[src/rtl/uart_rx_word.sv]
// Two-frame UART receiver that rebuilds a 16-bit word {byte1, byte0} and offers it on valid/ready.
// Optional inter-byte timeout is enabled by defining UART_RX_TIMEOUT_EN.
module uart_rx_word #(
  parameter int OVERSAMPLE   = 16,
  parameter int TIMEOUT_BITS = 4
) (
  input  logic        clk,
  input  logic        rst,
  input  logic        clken,
  input  logic        rx,
  output logic [15:0] data_out,
  output logic        data_valid,
  input  logic        data_ready,
  output logic        rx_busy,
  output logic        frame_err,
  output logic        overrun
);

  localparam int CNT_W = $clog2(OVERSAMPLE);
  localparam logic [CNT_W-1:0] TICK_LAST = CNT_W'(OVERSAMPLE - 1);
  localparam logic [CNT_W-1:0] TICK_HALF = CNT_W'(OVERSAMPLE / 2 - 1);

  localparam logic [1:0] ST_IDLE  = 2'd0;
  localparam logic [1:0] ST_START = 2'd1;
  localparam logic [1:0] ST_DATA  = 2'd2;
  localparam logic [1:0] ST_STOP  = 2'd3;

  logic             rx_meta_q, rx_s_q;
  logic [1:0]       state_q, state_d;
  logic             armed_q, armed_d;
  logic [CNT_W-1:0] tick_q, tick_d;
  logic [2:0]       bit_cnt_q, bit_cnt_d;
  logic [7:0]       shift_q, shift_d;
  logic [7:0]       low_q, low_d;
  logic             byte_sel_q, byte_sel_d;
  logic             frame_err_q, frame_err_d;
  logic             word_done;
  logic [15:0]      data_q;
  logic             valid_q;
  logic             overrun_q;

`ifdef UART_RX_TIMEOUT_EN
  localparam int TO_LIMIT = TIMEOUT_BITS * OVERSAMPLE;
  localparam int TO_W     = $clog2(TO_LIMIT + 1);
  logic [TO_W-1:0] to_cnt_q, to_cnt_d;
`endif

  // NOTE: every signal assigned here gets a default first, so no path leaves one unassigned and no latch is inferred.
  always_comb begin
    state_d     = state_q;
    armed_d     = armed_q;
    tick_d      = tick_q;
    bit_cnt_d   = bit_cnt_q;
    shift_d     = shift_q;
    low_d       = low_q;
    byte_sel_d  = byte_sel_q;
    frame_err_d = 1'b0;
    word_done   = 1'b0;

    if (clken) begin
      case (state_q)
        ST_IDLE: begin
          if (!armed_q) begin
            if (rx_s_q) armed_d = 1'b1;
          end else if (!rx_s_q) begin
            state_d = ST_START;
            tick_d  = '0;
          end
        end
        ST_START: begin
          if (tick_q == TICK_HALF) begin
            tick_d = '0;
            if (rx_s_q) begin
              state_d = ST_IDLE;
            end else begin
              state_d   = ST_DATA;
              bit_cnt_d = '0;
            end
          end else begin
            tick_d = tick_q + 1'b1;
          end
        end
        ST_DATA: begin
          if (tick_q == TICK_LAST) begin
            tick_d    = '0;
            shift_d   = {rx_s_q, shift_q[7:1]};
            bit_cnt_d = bit_cnt_q + 3'd1;
            if (bit_cnt_q == 3'd7) state_d = ST_STOP;
          end else begin
            tick_d = tick_q + 1'b1;
          end
        end
        ST_STOP: begin
          if (tick_q == TICK_LAST) begin
            tick_d  = '0;
            state_d = ST_IDLE;
            if (rx_s_q) begin
              if (!byte_sel_q) begin
                low_d      = shift_q;
                byte_sel_d = 1'b1;
              end else begin
                word_done  = 1'b1;
                byte_sel_d = 1'b0;
              end
            end else begin
              // Line may be stuck low or mid-break: wait for idle before hunting for a start bit.
              frame_err_d = 1'b1;
              byte_sel_d  = 1'b0;
              armed_d     = 1'b0;
            end
          end else begin
            tick_d = tick_q + 1'b1;
          end
        end
        default: state_d = ST_IDLE;
      endcase
    end

`ifdef UART_RX_TIMEOUT_EN
    to_cnt_d = to_cnt_q;
    if (state_q != ST_IDLE || !byte_sel_q) begin
      to_cnt_d = '0;
    end else if (clken && state_d == ST_IDLE) begin
      if (to_cnt_q == TO_W'(TO_LIMIT - 1)) begin
        to_cnt_d   = '0;
        byte_sel_d = 1'b0;
      end else begin
        to_cnt_d = to_cnt_q + 1'b1;
      end
    end
`endif
  end

  // NOTE: sequential state uses non-blocking assignments so every flop samples pre-edge values.
  always_ff @(posedge clk) begin
    if (rst) begin
      rx_meta_q   <= 1'b1;
      rx_s_q      <= 1'b1;
      state_q     <= ST_IDLE;
      armed_q     <= 1'b0;
      tick_q      <= '0;
      bit_cnt_q   <= '0;
      shift_q     <= '0;
      low_q       <= '0;
      byte_sel_q  <= 1'b0;
      frame_err_q <= 1'b0;
      overrun_q   <= 1'b0;
      data_q      <= '0;
      valid_q     <= 1'b0;
    end else begin
      rx_meta_q   <= rx;
      rx_s_q      <= rx_meta_q;
      state_q     <= state_d;
      armed_q     <= armed_d;
      tick_q      <= tick_d;
      bit_cnt_q   <= bit_cnt_d;
      shift_q     <= shift_d;
      low_q       <= low_d;
      byte_sel_q  <= byte_sel_d;
      frame_err_q <= frame_err_d;
      overrun_q   <= 1'b0;
      // A finished word may replace the held one only if it is being consumed this cycle.
      if (word_done && (!valid_q || data_ready)) begin
        data_q  <= {shift_q, low_q};
        valid_q <= 1'b1;
      end else begin
        if (valid_q && data_ready) valid_q <= 1'b0;
        if (word_done) overrun_q <= 1'b1;
      end
    end
  end

`ifdef UART_RX_TIMEOUT_EN
  always_ff @(posedge clk) begin
    if (rst) to_cnt_q <= '0;
    else     to_cnt_q <= to_cnt_d;
  end
`endif

  assign data_out   = data_q;
  assign data_valid = valid_q;
  assign frame_err  = frame_err_q;
  assign overrun    = overrun_q;
  assign rx_busy    = (state_q != ST_IDLE) || byte_sel_q;

endmodule

[config.mk]
export PLATFORM = sky130hd
export DESIGN_NAME = uart_rx_word
export DESIGN_NICKNAME = d
export VERILOG_FILES = /design/src/rtl/uart_rx_word.sv
export SDC_FILE = /design/constraint.sdc
export NUM_CORES = 1
export LEC_CHECK = 0
export CORE_AREA = 2 2 70 59
export CTS_CLUSTER_DIAMETER = 60
export CTS_CLUSTER_SIZE = 10
export DETAILED_ROUTE_END_ITERATION = 8
export DIE_AREA = 0 0 72 61
export PLACE_DENSITY = 0.75
export SYNTH_ARGS = -nofsm -noshare
export SYNTH_HDL_FRONTEND = slang
export SYNTH_SLANG_ARGS = --single-unit
[constraint.sdc]
create_clock -name clk -period 1.93 [get_ports clk]
set_input_delay 0.2895 -clock clk [delete_from_list [all_inputs] [get_ports clk]]
set_output_delay 0.2895 -clock clk [all_outputs]
set_load 0.1 [all_outputs]
Word-level counts from Yosys, hierarchy flattened

Cells that the tools add are included.

Word-level logic and storage cells: 86
Memories kept: 0
Bits in read-only memories: 0
Output and inout port bits: 20
Bits of input ports: 5
Bits in writable memories: 0
Bits in latches: 0
Register bits: 48

Shift-type cells: 0
Equality and inequality tests: 14
Multipliers: 0
Magnitude comparators: 0
Multiplexer cells: 33
Bitwise operators: 4
Reduce and logical (&&, ||, !) cells: 20
Add/sub/neg operators: 2
Divide/modulo/power cells: 0

Operators by type and width:

| cell                | number |
|---|---|
| $mux 4              | 4 |
| $ne 2x2->1 const B  | 8 |
| $mux 1              | 15 |
| $mux 2              | 7 |
| $pmux 4 s3          | 1 |
| $reduce_and 5->1    | 2 |
| $mux 3              | 3 |
| $reduce_and 3->1    | 3 |
| $pmux 2 s4          | 1 |
| $reduce_bool 2->1   | 4 |
| $reduce_and 7->1    | 1 |
| $pmux 3 s2          | 1 |
| $add 4x1->4 const B | 1 |
| $eq 2x2->1 const B  | 2 |
| $eq 4x3->1 const B  | 1 |
| $eq 4x4->1 const B  | 1 |
| $not 1->1           | 4 |
| $reduce_and 4->1    | 1 |
| $reduce_or 2->1     | 2 |
| $reduce_or 4->1     | 1 |
| $add 3x1->3 const B | 1 |
| $eq 3x3->1 const B  | 1 |
| $eq 2x1->1 const B  | 1 |
| $logic_and 1x1->1   | 2 |
| 4 further kinds     | 5 |

Longest topological paths before layout

Gate-level depths: netlist of the first run.

Depth in word-level cells: 7
Depth in mapped cells: 7
Mapped depth without buffers: 6

Worst setup path before layout of the first run

No wires, ideal clock.

Path type: register to register
Start point: register valid_q (netlist: data_valid)
End point: register data_q[0] (netlist: data_out[0])
Data arrival time: 1786 ps
Cell stages (with the launch flop): 7
Setup time: 128 ps
Clock period less this slack: 1913 ps
Path buffers: 2
Setup slack: 17 ps
Required time: 1802 ps
Path through: dfxtp_1 -> nand2b_1 -> nor4b_2 -> buf_4 -> buf_12 -> mux2i_1 -> nor2_1

Longest elaborated chain between the ends: 3

Ends and longest elaborated chain:

| what                   | line | text |
|---|---|---|
| start, declared        | 39   | `logic valid_q;` |
| start signal, assigned | 149  | `valid_q <= 1'b0;` |
| start signal, assigned | 165  | `valid_q <= 1'b1;` |
| start signal, assigned | 167  | `if (valid_q && data_ready) valid_q <= 1'b0;` |
| $logic_not 1->1        | 163  | `if (word_done && (!valid_q \|\| data_ready)) begin` |
| $logic_or 1x1->1       | 163  |  |
| $logic_and 1x1->1      | 163  |  |
| end signal, assigned   | 164  | `data_q <= {shift_q, low_q};` |
| end, declared          | 38   | `logic [15:0] data_q;` |

No other way between the ends.
A chain may end at the register's enable or synchronous reset.

Final worst setup path of the first run

Start point: register tick_q[0]
End point: register data_q[11] (netlist: data_out[11])

Longest elaborated chain between the ends: 5

Ends and longest elaborated chain:

| what                   | line | text |
|---|---|---|
| start, declared        | 31   | `logic [CNT_W-1:0] tick_q, tick_d;` |
| start signal, assigned | 155  | `tick_q <= tick_d;` |
| $eq 4x4->1             | 94   | `if (tick_q == TICK_LAST) begin` |
| $mux 1                 | 94   |  |
| $mux 1                 | 61   | `case (state_q)` |
| $mux 1                 | 60   | `if (clken) begin` |
| $logic_and 1x1->1      | 163  |  |

No other way between the ends.

==> impl_metrics.env, run 1 <==
export IMPL_status="finished clean"
export IMPL_totalWireLength_um=3359
export IMPL_holdCritStartpoint="rx_meta_q"
export IMPL_cts_root_buf="clkbuf_8"
export IMPL_dr_wl_met2_um=1423
export IMPL_routedWlPerCell_um=12.30
export IMPL_clock_skew_final_ns=0.003712
export IMPL_r2r_end="data_out[11]"
export IMPL_synth_area_per_cell_um2=9.291
export IMPL_holdPathEnd="rx_s_q"
export IMPL_top_layer_used="met4"
export IMPL_cts_tree="yes"
export IMPL_synth_simple_gate_area_share_pct=21.27
export IMPL_holdBufCountCts=0
export IMPL_crit_type="reg -> reg"
export IMPL_core_area_um2=3679
export IMPL_hpwl_um=2261
export IMPL_postRouteAntennaNets=0
export IMPL_critPathMaxFanout=16
export IMPL_vias=1417
export IMPL_slowest_delay_ns=0.38
export IMPL_yosysSeqAreaShare_pct=51.20
export IMPL_fp_dieW_um=72
export IMPL_wl_met1_um=1686
export IMPL_clock_latency_ns=0.30
export IMPL_start_util_pct=51.02
export IMPL_via_per_inst=5.190
export IMPL_fin_nets=236
export IMPL_drive_gt1_share_pct=18.34
export IMPL_die_area_um2=4392
export IMPL_grt_pass1_vias=1278
export IMPL_fin_setup_tns_ns=0
export IMPL_cts_buffer_depth=2
export IMPL_grt_use_total_pct=17.69
export IMPL_ff2ff_path_depth=6
export IMPL_cp_arrival_ns=1.96
export IMPL_n_antenna_cell=0
export IMPL_fp_row_count=20
export IMPL_htreeDepth=2
export IMPL_finalMaxSlewViolations=0
export IMPL_required_ns=2.13
export IMPL_clkTransAtPathRegs_ns=0.09
export IMPL_start_kind="flip-flop"
export IMPL_area_growth_syn_to_layout_pct=18.60
export IMPL_antenna_found_initial=0
export IMPL_final_setup_viol_count=0
export IMPL_dr_wl_met3_um=199
export IMPL_numCtsBuffers=5
export IMPL_leakagePower_nw=0.8241
export IMPL_yosysUniqueCellTypes=31
export IMPL_period_share_pct=91.22
export IMPL_power_per_cell_area_nw_per_um2=736.8
export IMPL_grt_overflow_total=0
export IMPL_muxShareOfSynthArea_pct=13.93
export IMPL_path_delay_family="simple AND/OR/NAND/NOR gates"
export IMPL_rsz0062_at_grt="false"
export IMPL_irDropWorstVdd_v=0.0005220
export IMPL_die_y_um=61
export IMPL_place_gp_congestion=0.8589
export IMPL_fillCellCount=331
export IMPL_synth_fp_nets=210
export IMPL_synth_fa_ha_area_share_pct=2.000
export IMPL_cp_end_kind="flip-flop"
export IMPL_maxCapViolCount=0
export IMPL_slew_headroom_pct=73.68
export IMPL_rr_startpoint="tick_q[0]"
export IMPL_ios=25
export IMPL_fmax_mhz=568.0
export IMPL_synth_top_family_by_area="simple AND/OR/NAND/NOR gates"
export IMPL_hold_path_class="reg -> reg"
export IMPL_period_minus_slack_ns=1.760
export IMPL_portBuffers=24
export IMPL_cp_slowest_cell="dfxtp_1"
export IMPL_grt_pass1_wl_um=5789
export IMPL_utilization_pct=60.51
export IMPL_synth_xor_xnor_area_share_pct=0
export IMPL_hold_viol_final=0
export IMPL_r2r_setup_slack_ns=0.17
export IMPL_clock_sinks=48
export IMPL_yosysWarnings=0
export IMPL_critPathBufInv=1
export IMPL_synth_compound_area_share_pct=7.267
export IMPL_ys_ff_latch=48
export IMPL_hold_depth=1
export IMPL_route_detailed_drc=0
export IMPL_grt_max_degree=25
export IMPL_tightest_slew_ns=0.3948
export IMPL_syn_area_um2=1877
export IMPL_drtIter0Drc=93
export IMPL_netlist_instances=202
export IMPL_firstDrtPassIters=4
export IMPL_cp_cell_sequence="ha_2, nand4_2, nor4b_4, buf_12, mux2i_1, nor2_1"
## metal layers
metal	GRT usage, %	vias up
met2	26.32	32
li1	-	741
met4	6.469	0
met1	22.82	638
met5	0	-
met3	8.140	6
## per-stage QoR
step                      cell area [µm²]  setup WS [ns]  cells  hold slack [ns]  power [mW]
after floorplan                      1877        0.01690    202           0.3895       1.052
after global placement               2136        0.01700    265           0.4148       1.073
after detailed placement             2136       -0.01322    265           0.4135       1.074
after CTS                            2223         0.1268    273           0.4444       1.661
after global routing                 2226        0.05694    273           0.4621       1.713
final                                2226         0.1695    273           0.4355       1.640
## area by class of cell
| type | instances | area, µm² | area share (%) |
|---|---|---|---|
| clock buffer | 5 | 68.82 | 3.092 |
| timing repair buffer | 32 | 262.8 | 11.80 |
| sequential | 48 | 960.9 | 43.17 |
| multi-input combinational | 139 | 852.1 | 38.28 |
| inverter | 2 | 7.507 | 0.3373 |
| tap | 44 | 55.05 | 2.473 |
| clock inverter | 3 | 18.77 | 0.8432 |
## logic make-up after synthesis
family                     after synthesis
DFF                                     48
muxes                                   26
AOI/OAI and AO/OA                       24
adders and majority gates                3
and+or+nand+nor                         86
buffers and inverters                   15
## flip-flops by register name (all words and copies together), names as in the netlist, named ones only
signal	flops
bit_cnt_q	3
shift_q	8
data_out	16
low_q	8
overrun	1
rx_s_q	1
rx_meta_q	1
frame_err	1
state_q	1
data_valid	1
armed_q	1
tick_q	4
byte_sel_q	1
## worst max-delay path by stage
stage                           from            to  slack, ns  depth (start not counted)
after CTS                  tick_q[0]  data_out[11]       0.13                          6
final                      tick_q[0]  data_out[11]       0.17                          6
after detailed placement       clken  data_out[11]      -0.01                          6
after global placement         clken   data_out[4]       0.02                          6
after global routing       tick_q[0]   data_out[8]       0.06                          6
after floorplan           data_valid   data_out[0]       0.02                          6
## timing repair
action	CTS	global route
setup endpoints to repair	0	1
gates resized for setup	0	1
buffers inserted	0	0
## synthesized netlist by cell type (all sizes together)
library cell  number  share of area (%)
dfxtp             48                 51
nand4              2                1.0
nand2b             2               0.67
mux2               1               0.60
a31oi              1               0.33
o21ai              3               0.80
or2                5                1.7
nand4b             1               0.47
nor2b              2               0.67
buf                7                2.7
mux2i             25                 13
ha                 3                2.0
a21o               1               0.40
o2111a             1               0.60
or3                4                1.3
clkbuf             6                1.2
nor2              34                6.8
nor4               1               0.33
a32oi              1               0.47
a21oi             16                4.3
nor3               4                1.1
inv                2               0.40
nor4b              1               0.80
nand2             23                4.6
o211ai             1               0.40
nand3              7                1.9
## power by group
group	internal [mW]	total [mW]	switching, mW	leakage [nW]
Sequential	0.994	0.999	0.00500	0.387
Clock	0.253	0.590	0.337	0.0479
Combinational	0.0205	0.0513	0.0308	0.389
Total	1.27	1.64	0.373	0.824
## layout by cell type, fill, tap and decap left out, drive strengths merged
| cell | count |
|---|---|
| a32oi | 1 |
| clkbuf | 5 |
| or3 | 4 |
| mux2 | 1 |
| nand3 | 7 |
| nor3 | 4 |
| nand4b | 1 |
| clkinv | 3 |
| ha | 3 |
| nand2b | 2 |
| o211ai | 1 |
| nor2b | 2 |
| nor2 | 34 |
| o2111a | 1 |
| nor4 | 1 |
| nor4b | 1 |
| buf | 28 |
| nand4 | 2 |
| dfxtp | 48 |
| a31oi | 1 |
| a21o | 1 |
| or2 | 5 |
| o21ai | 3 |
| nand2 | 23 |
| clkdlybuf4s50 | 4 |
| mux2i | 25 |
| inv | 2 |
| a21oi | 16 |
Power figures use the tool's default switching activity.
==> inputs of run 2 (changes only) <==
==> config.mk (replaced) <==
export PLATFORM = sky130hd
export DESIGN_NAME = uart_rx_word
export DESIGN_NICKNAME = d
export VERILOG_FILES = /design/src/rtl/uart_rx_word.sv
export SDC_FILE = /design/constraint.sdc
export NUM_CORES = 1
export LEC_CHECK = 0
export CORE_AREA = 2 2 68 57
export CTS_BUF_LIST = sky130_fd_sc_hd__clkbuf_2 sky130_fd_sc_hd__clkbuf_4 sky130_fd_sc_hd__clkbuf_8
export CTS_CLUSTER_DIAMETER = 60
export CTS_CLUSTER_SIZE = 10
export DETAILED_ROUTE_END_ITERATION = 8
export DIE_AREA = 0 0 70 59
export PLACE_DENSITY = 0.79
export SYNTH_ARGS = -nofsm -noshare
export SYNTH_HDL_FRONTEND = slang
export SYNTH_SLANG_ARGS = --single-unit
==> constraint.sdc (replaced) <==
create_clock -name clk -period 1.93 [get_ports clk]
set_input_delay 0.579 -clock clk [delete_from_list [all_inputs] [get_ports clk]]
set_output_delay 0.579 -clock clk [all_outputs]
set_load 0.1 [all_outputs]
==> run 2 against run 1 <==
Net effect:
- setup slack worse by 0.12 ns
- via count up 7.2%
- global-route usage up 3.4 points
- combinational power up 13%
- clock skew up 0.0037 ns
- final area up 17%
- total power up 8.3%
- highest routed layer unchanged
- die area down 6.0%
- sequential cell count unchanged
- critical path depth down 4
==> impl_metrics.env, run 2 (same netlist as run 1, synthesis figures left out) <==
export IMPL_status="finished clean"
export IMPL_grt_use_total_pct=21.12
export IMPL_crit_type="reg -> out"
export IMPL_cts_buffer_depth=2
export IMPL_cts_tree="yes"
export IMPL_period_share_pct=97.21
export IMPL_grt_overflow_total=0
export IMPL_vias=1519
export IMPL_hold_path_class="reg -> reg"
export IMPL_n_antenna_cell=0
export IMPL_grt_pass1_wl_um=6693
export IMPL_core_area_um2=3376
export IMPL_cts_root_buf="clkbuf_8"
export IMPL_irDropWorstVdd_v=0.0005041
export IMPL_place_gp_congestion=0.8192
export IMPL_route_detailed_drc=0
export IMPL_hold_ws_ns=0.4544
export IMPL_final_cell_mix="47 x dfxtp_1, 34 x nor2_1, 25 x mux2i_1"
export IMPL_postRouteAntennaNets=0
export IMPL_power_per_cell_area_nw_per_um2=681.5
export IMPL_rr_startpoint="tick_q[0]"
export IMPL_cp_end_kind="output port"
export IMPL_period_minus_slack_ns=1.876
export IMPL_layout_commonest_cell="dfxtp_1"
export IMPL_via_per_inst=5.464
export IMPL_die_area_um2=4130
export IMPL_holdBufCountCts=0
export IMPL_drtIter0Drc=88
export IMPL_area_growth_syn_to_layout_pct=38.93
export IMPL_start_util_pct=55.60
export IMPL_fp_dieW_um=70
export IMPL_holdCritStartpoint="rx_meta_q"
export IMPL_antenna_found_initial=0
export IMPL_startpoint="state_q[0]"
export IMPL_power_internal_mw=1.402
export IMPL_seqPwrFrac_pct=56.3
export IMPL_switching_share_pct=21.11
export IMPL_portBuffers=24
export IMPL_firstDrtPassIters=4
export IMPL_clkPwrFrac_pct=40.5
export IMPL_final_setup_viol_count=0
export IMPL_grt_pass1_vias=1420
export IMPL_ios=25
export IMPL_largest_reg_flops=16
export IMPL_totalWireLength_um=4055
export IMPL_tightest_slew_ns=0.4240
export IMPL_fillCellCount=230
export IMPL_clock_sinks=48
export IMPL_leakagePower_nw=0.9299
export IMPL_required_ns=1.35
export IMPL_finalMaxSlewViolations=0
export IMPL_clkTransAtPathRegs_ns=0.09
export IMPL_fmax_mhz=533.0
export IMPL_critPathMaxFanout=9
export IMPL_start_kind="flip-flop"
export IMPL_grt_max_degree=16
export IMPL_numCtsBuffers=5
export IMPL_cp_arrival_ns=1.30
export IMPL_fin_nets=243
export IMPL_slew_headroom_pct=71.74
export IMPL_comb_power_share_pct=3.3
export IMPL_fp_row_count=19
export IMPL_dpl_instance_area_um2=2421
export IMPL_htreeDepth=2
export IMPL_finalPower_mw=1.777
export IMPL_clock_latency_ns=0.31
export IMPL_fin_area_um2=2608
export IMPL_maxCapViolCount=0
export IMPL_hold_viol_final=0
export IMPL_hpwl_um=2605
export IMPL_routedWlPerCell_um=14.59
export IMPL_p_sw_uw=375.2
export IMPL_die_y_um=59
export IMPL_clock_skew_final_ns=0.007449
export IMPL_drive_gt1_share_pct=21.61
## run 2: power by group through the flow
stage               registers, mW  clock network (mW)  logic, mW
global placement             1.02                   0     0.0556
CTS                         0.999               0.722     0.0565
finish                       1.00               0.719     0.0578
detailed placement           1.02                   0     0.0559
floorplan                    1.02                   0     0.0331
global route                 1.00               0.762     0.0627
## run 2: through the flow
step	worst slack, ns	TNS, ns	utilization (%)	instances
after global routing	-0.007055	-0.007055	77.24	278
after CTS	0.009451	0	76.54	277
after detailed placement	-0.3502	-10.61	71.72	268
after global placement	-0.2812	-8.838	71.72	268
after floorplan	0.01690	0	-	202
final	0.05392	0	77.24	278
## run 2: layout make-up
class / count / area [µm²] / area share, %
tap: 42 / 52.55 / 2.015
timing repair buffer: 39 / 589.3 / 22.60
clock inverter: 3 / 42.54 / 1.631
sequential: 48 / 962.2 / 36.90
clock buffer: 5 / 68.82 / 2.639
inverter: 2 / 7.507 / 0.2879
multi-input combinational: 139 / 884.6 / 33.93
## run 2: worst paths after layout
kind | end | slack, ns | cells past startpoint
max | rx_busy | 0.05 | 2
min | rx_s_q | 0.45 | 1
max reg2reg | data_out[10] | 0.09 | 7
min reg2reg | rx_s_q | 0.45 | 1
## run 2: worst max-delay path: stages (launching register included)
cell	delay (ns)
dfxtp_1	0.42
or3_4	0.39
buf_12	0.18
## run 2: per-layer routing
layer | share of wire, % | up-vias | global-route usage, % | wire length, µm
met5 | 0 | - | 0 | 0
met4 | 1.7 | 0 | 9.066 | 68
met3 | 4.0 | 8 | 5.612 | 161
met2 | 48 | 33 | 34.97 | 1936
met1 | 47 | 731 | 26.57 | 1888
li1 | - | 747 | - | -
## run 2: timing repair
item / 4_1_cts / 5_1_grt
pin swaps: 1 / 1
resized for setup: 4 / 3
setup endpoints to repair: 10 / 9
buffers inserted: 0 / 1
cloned: 1 / 0
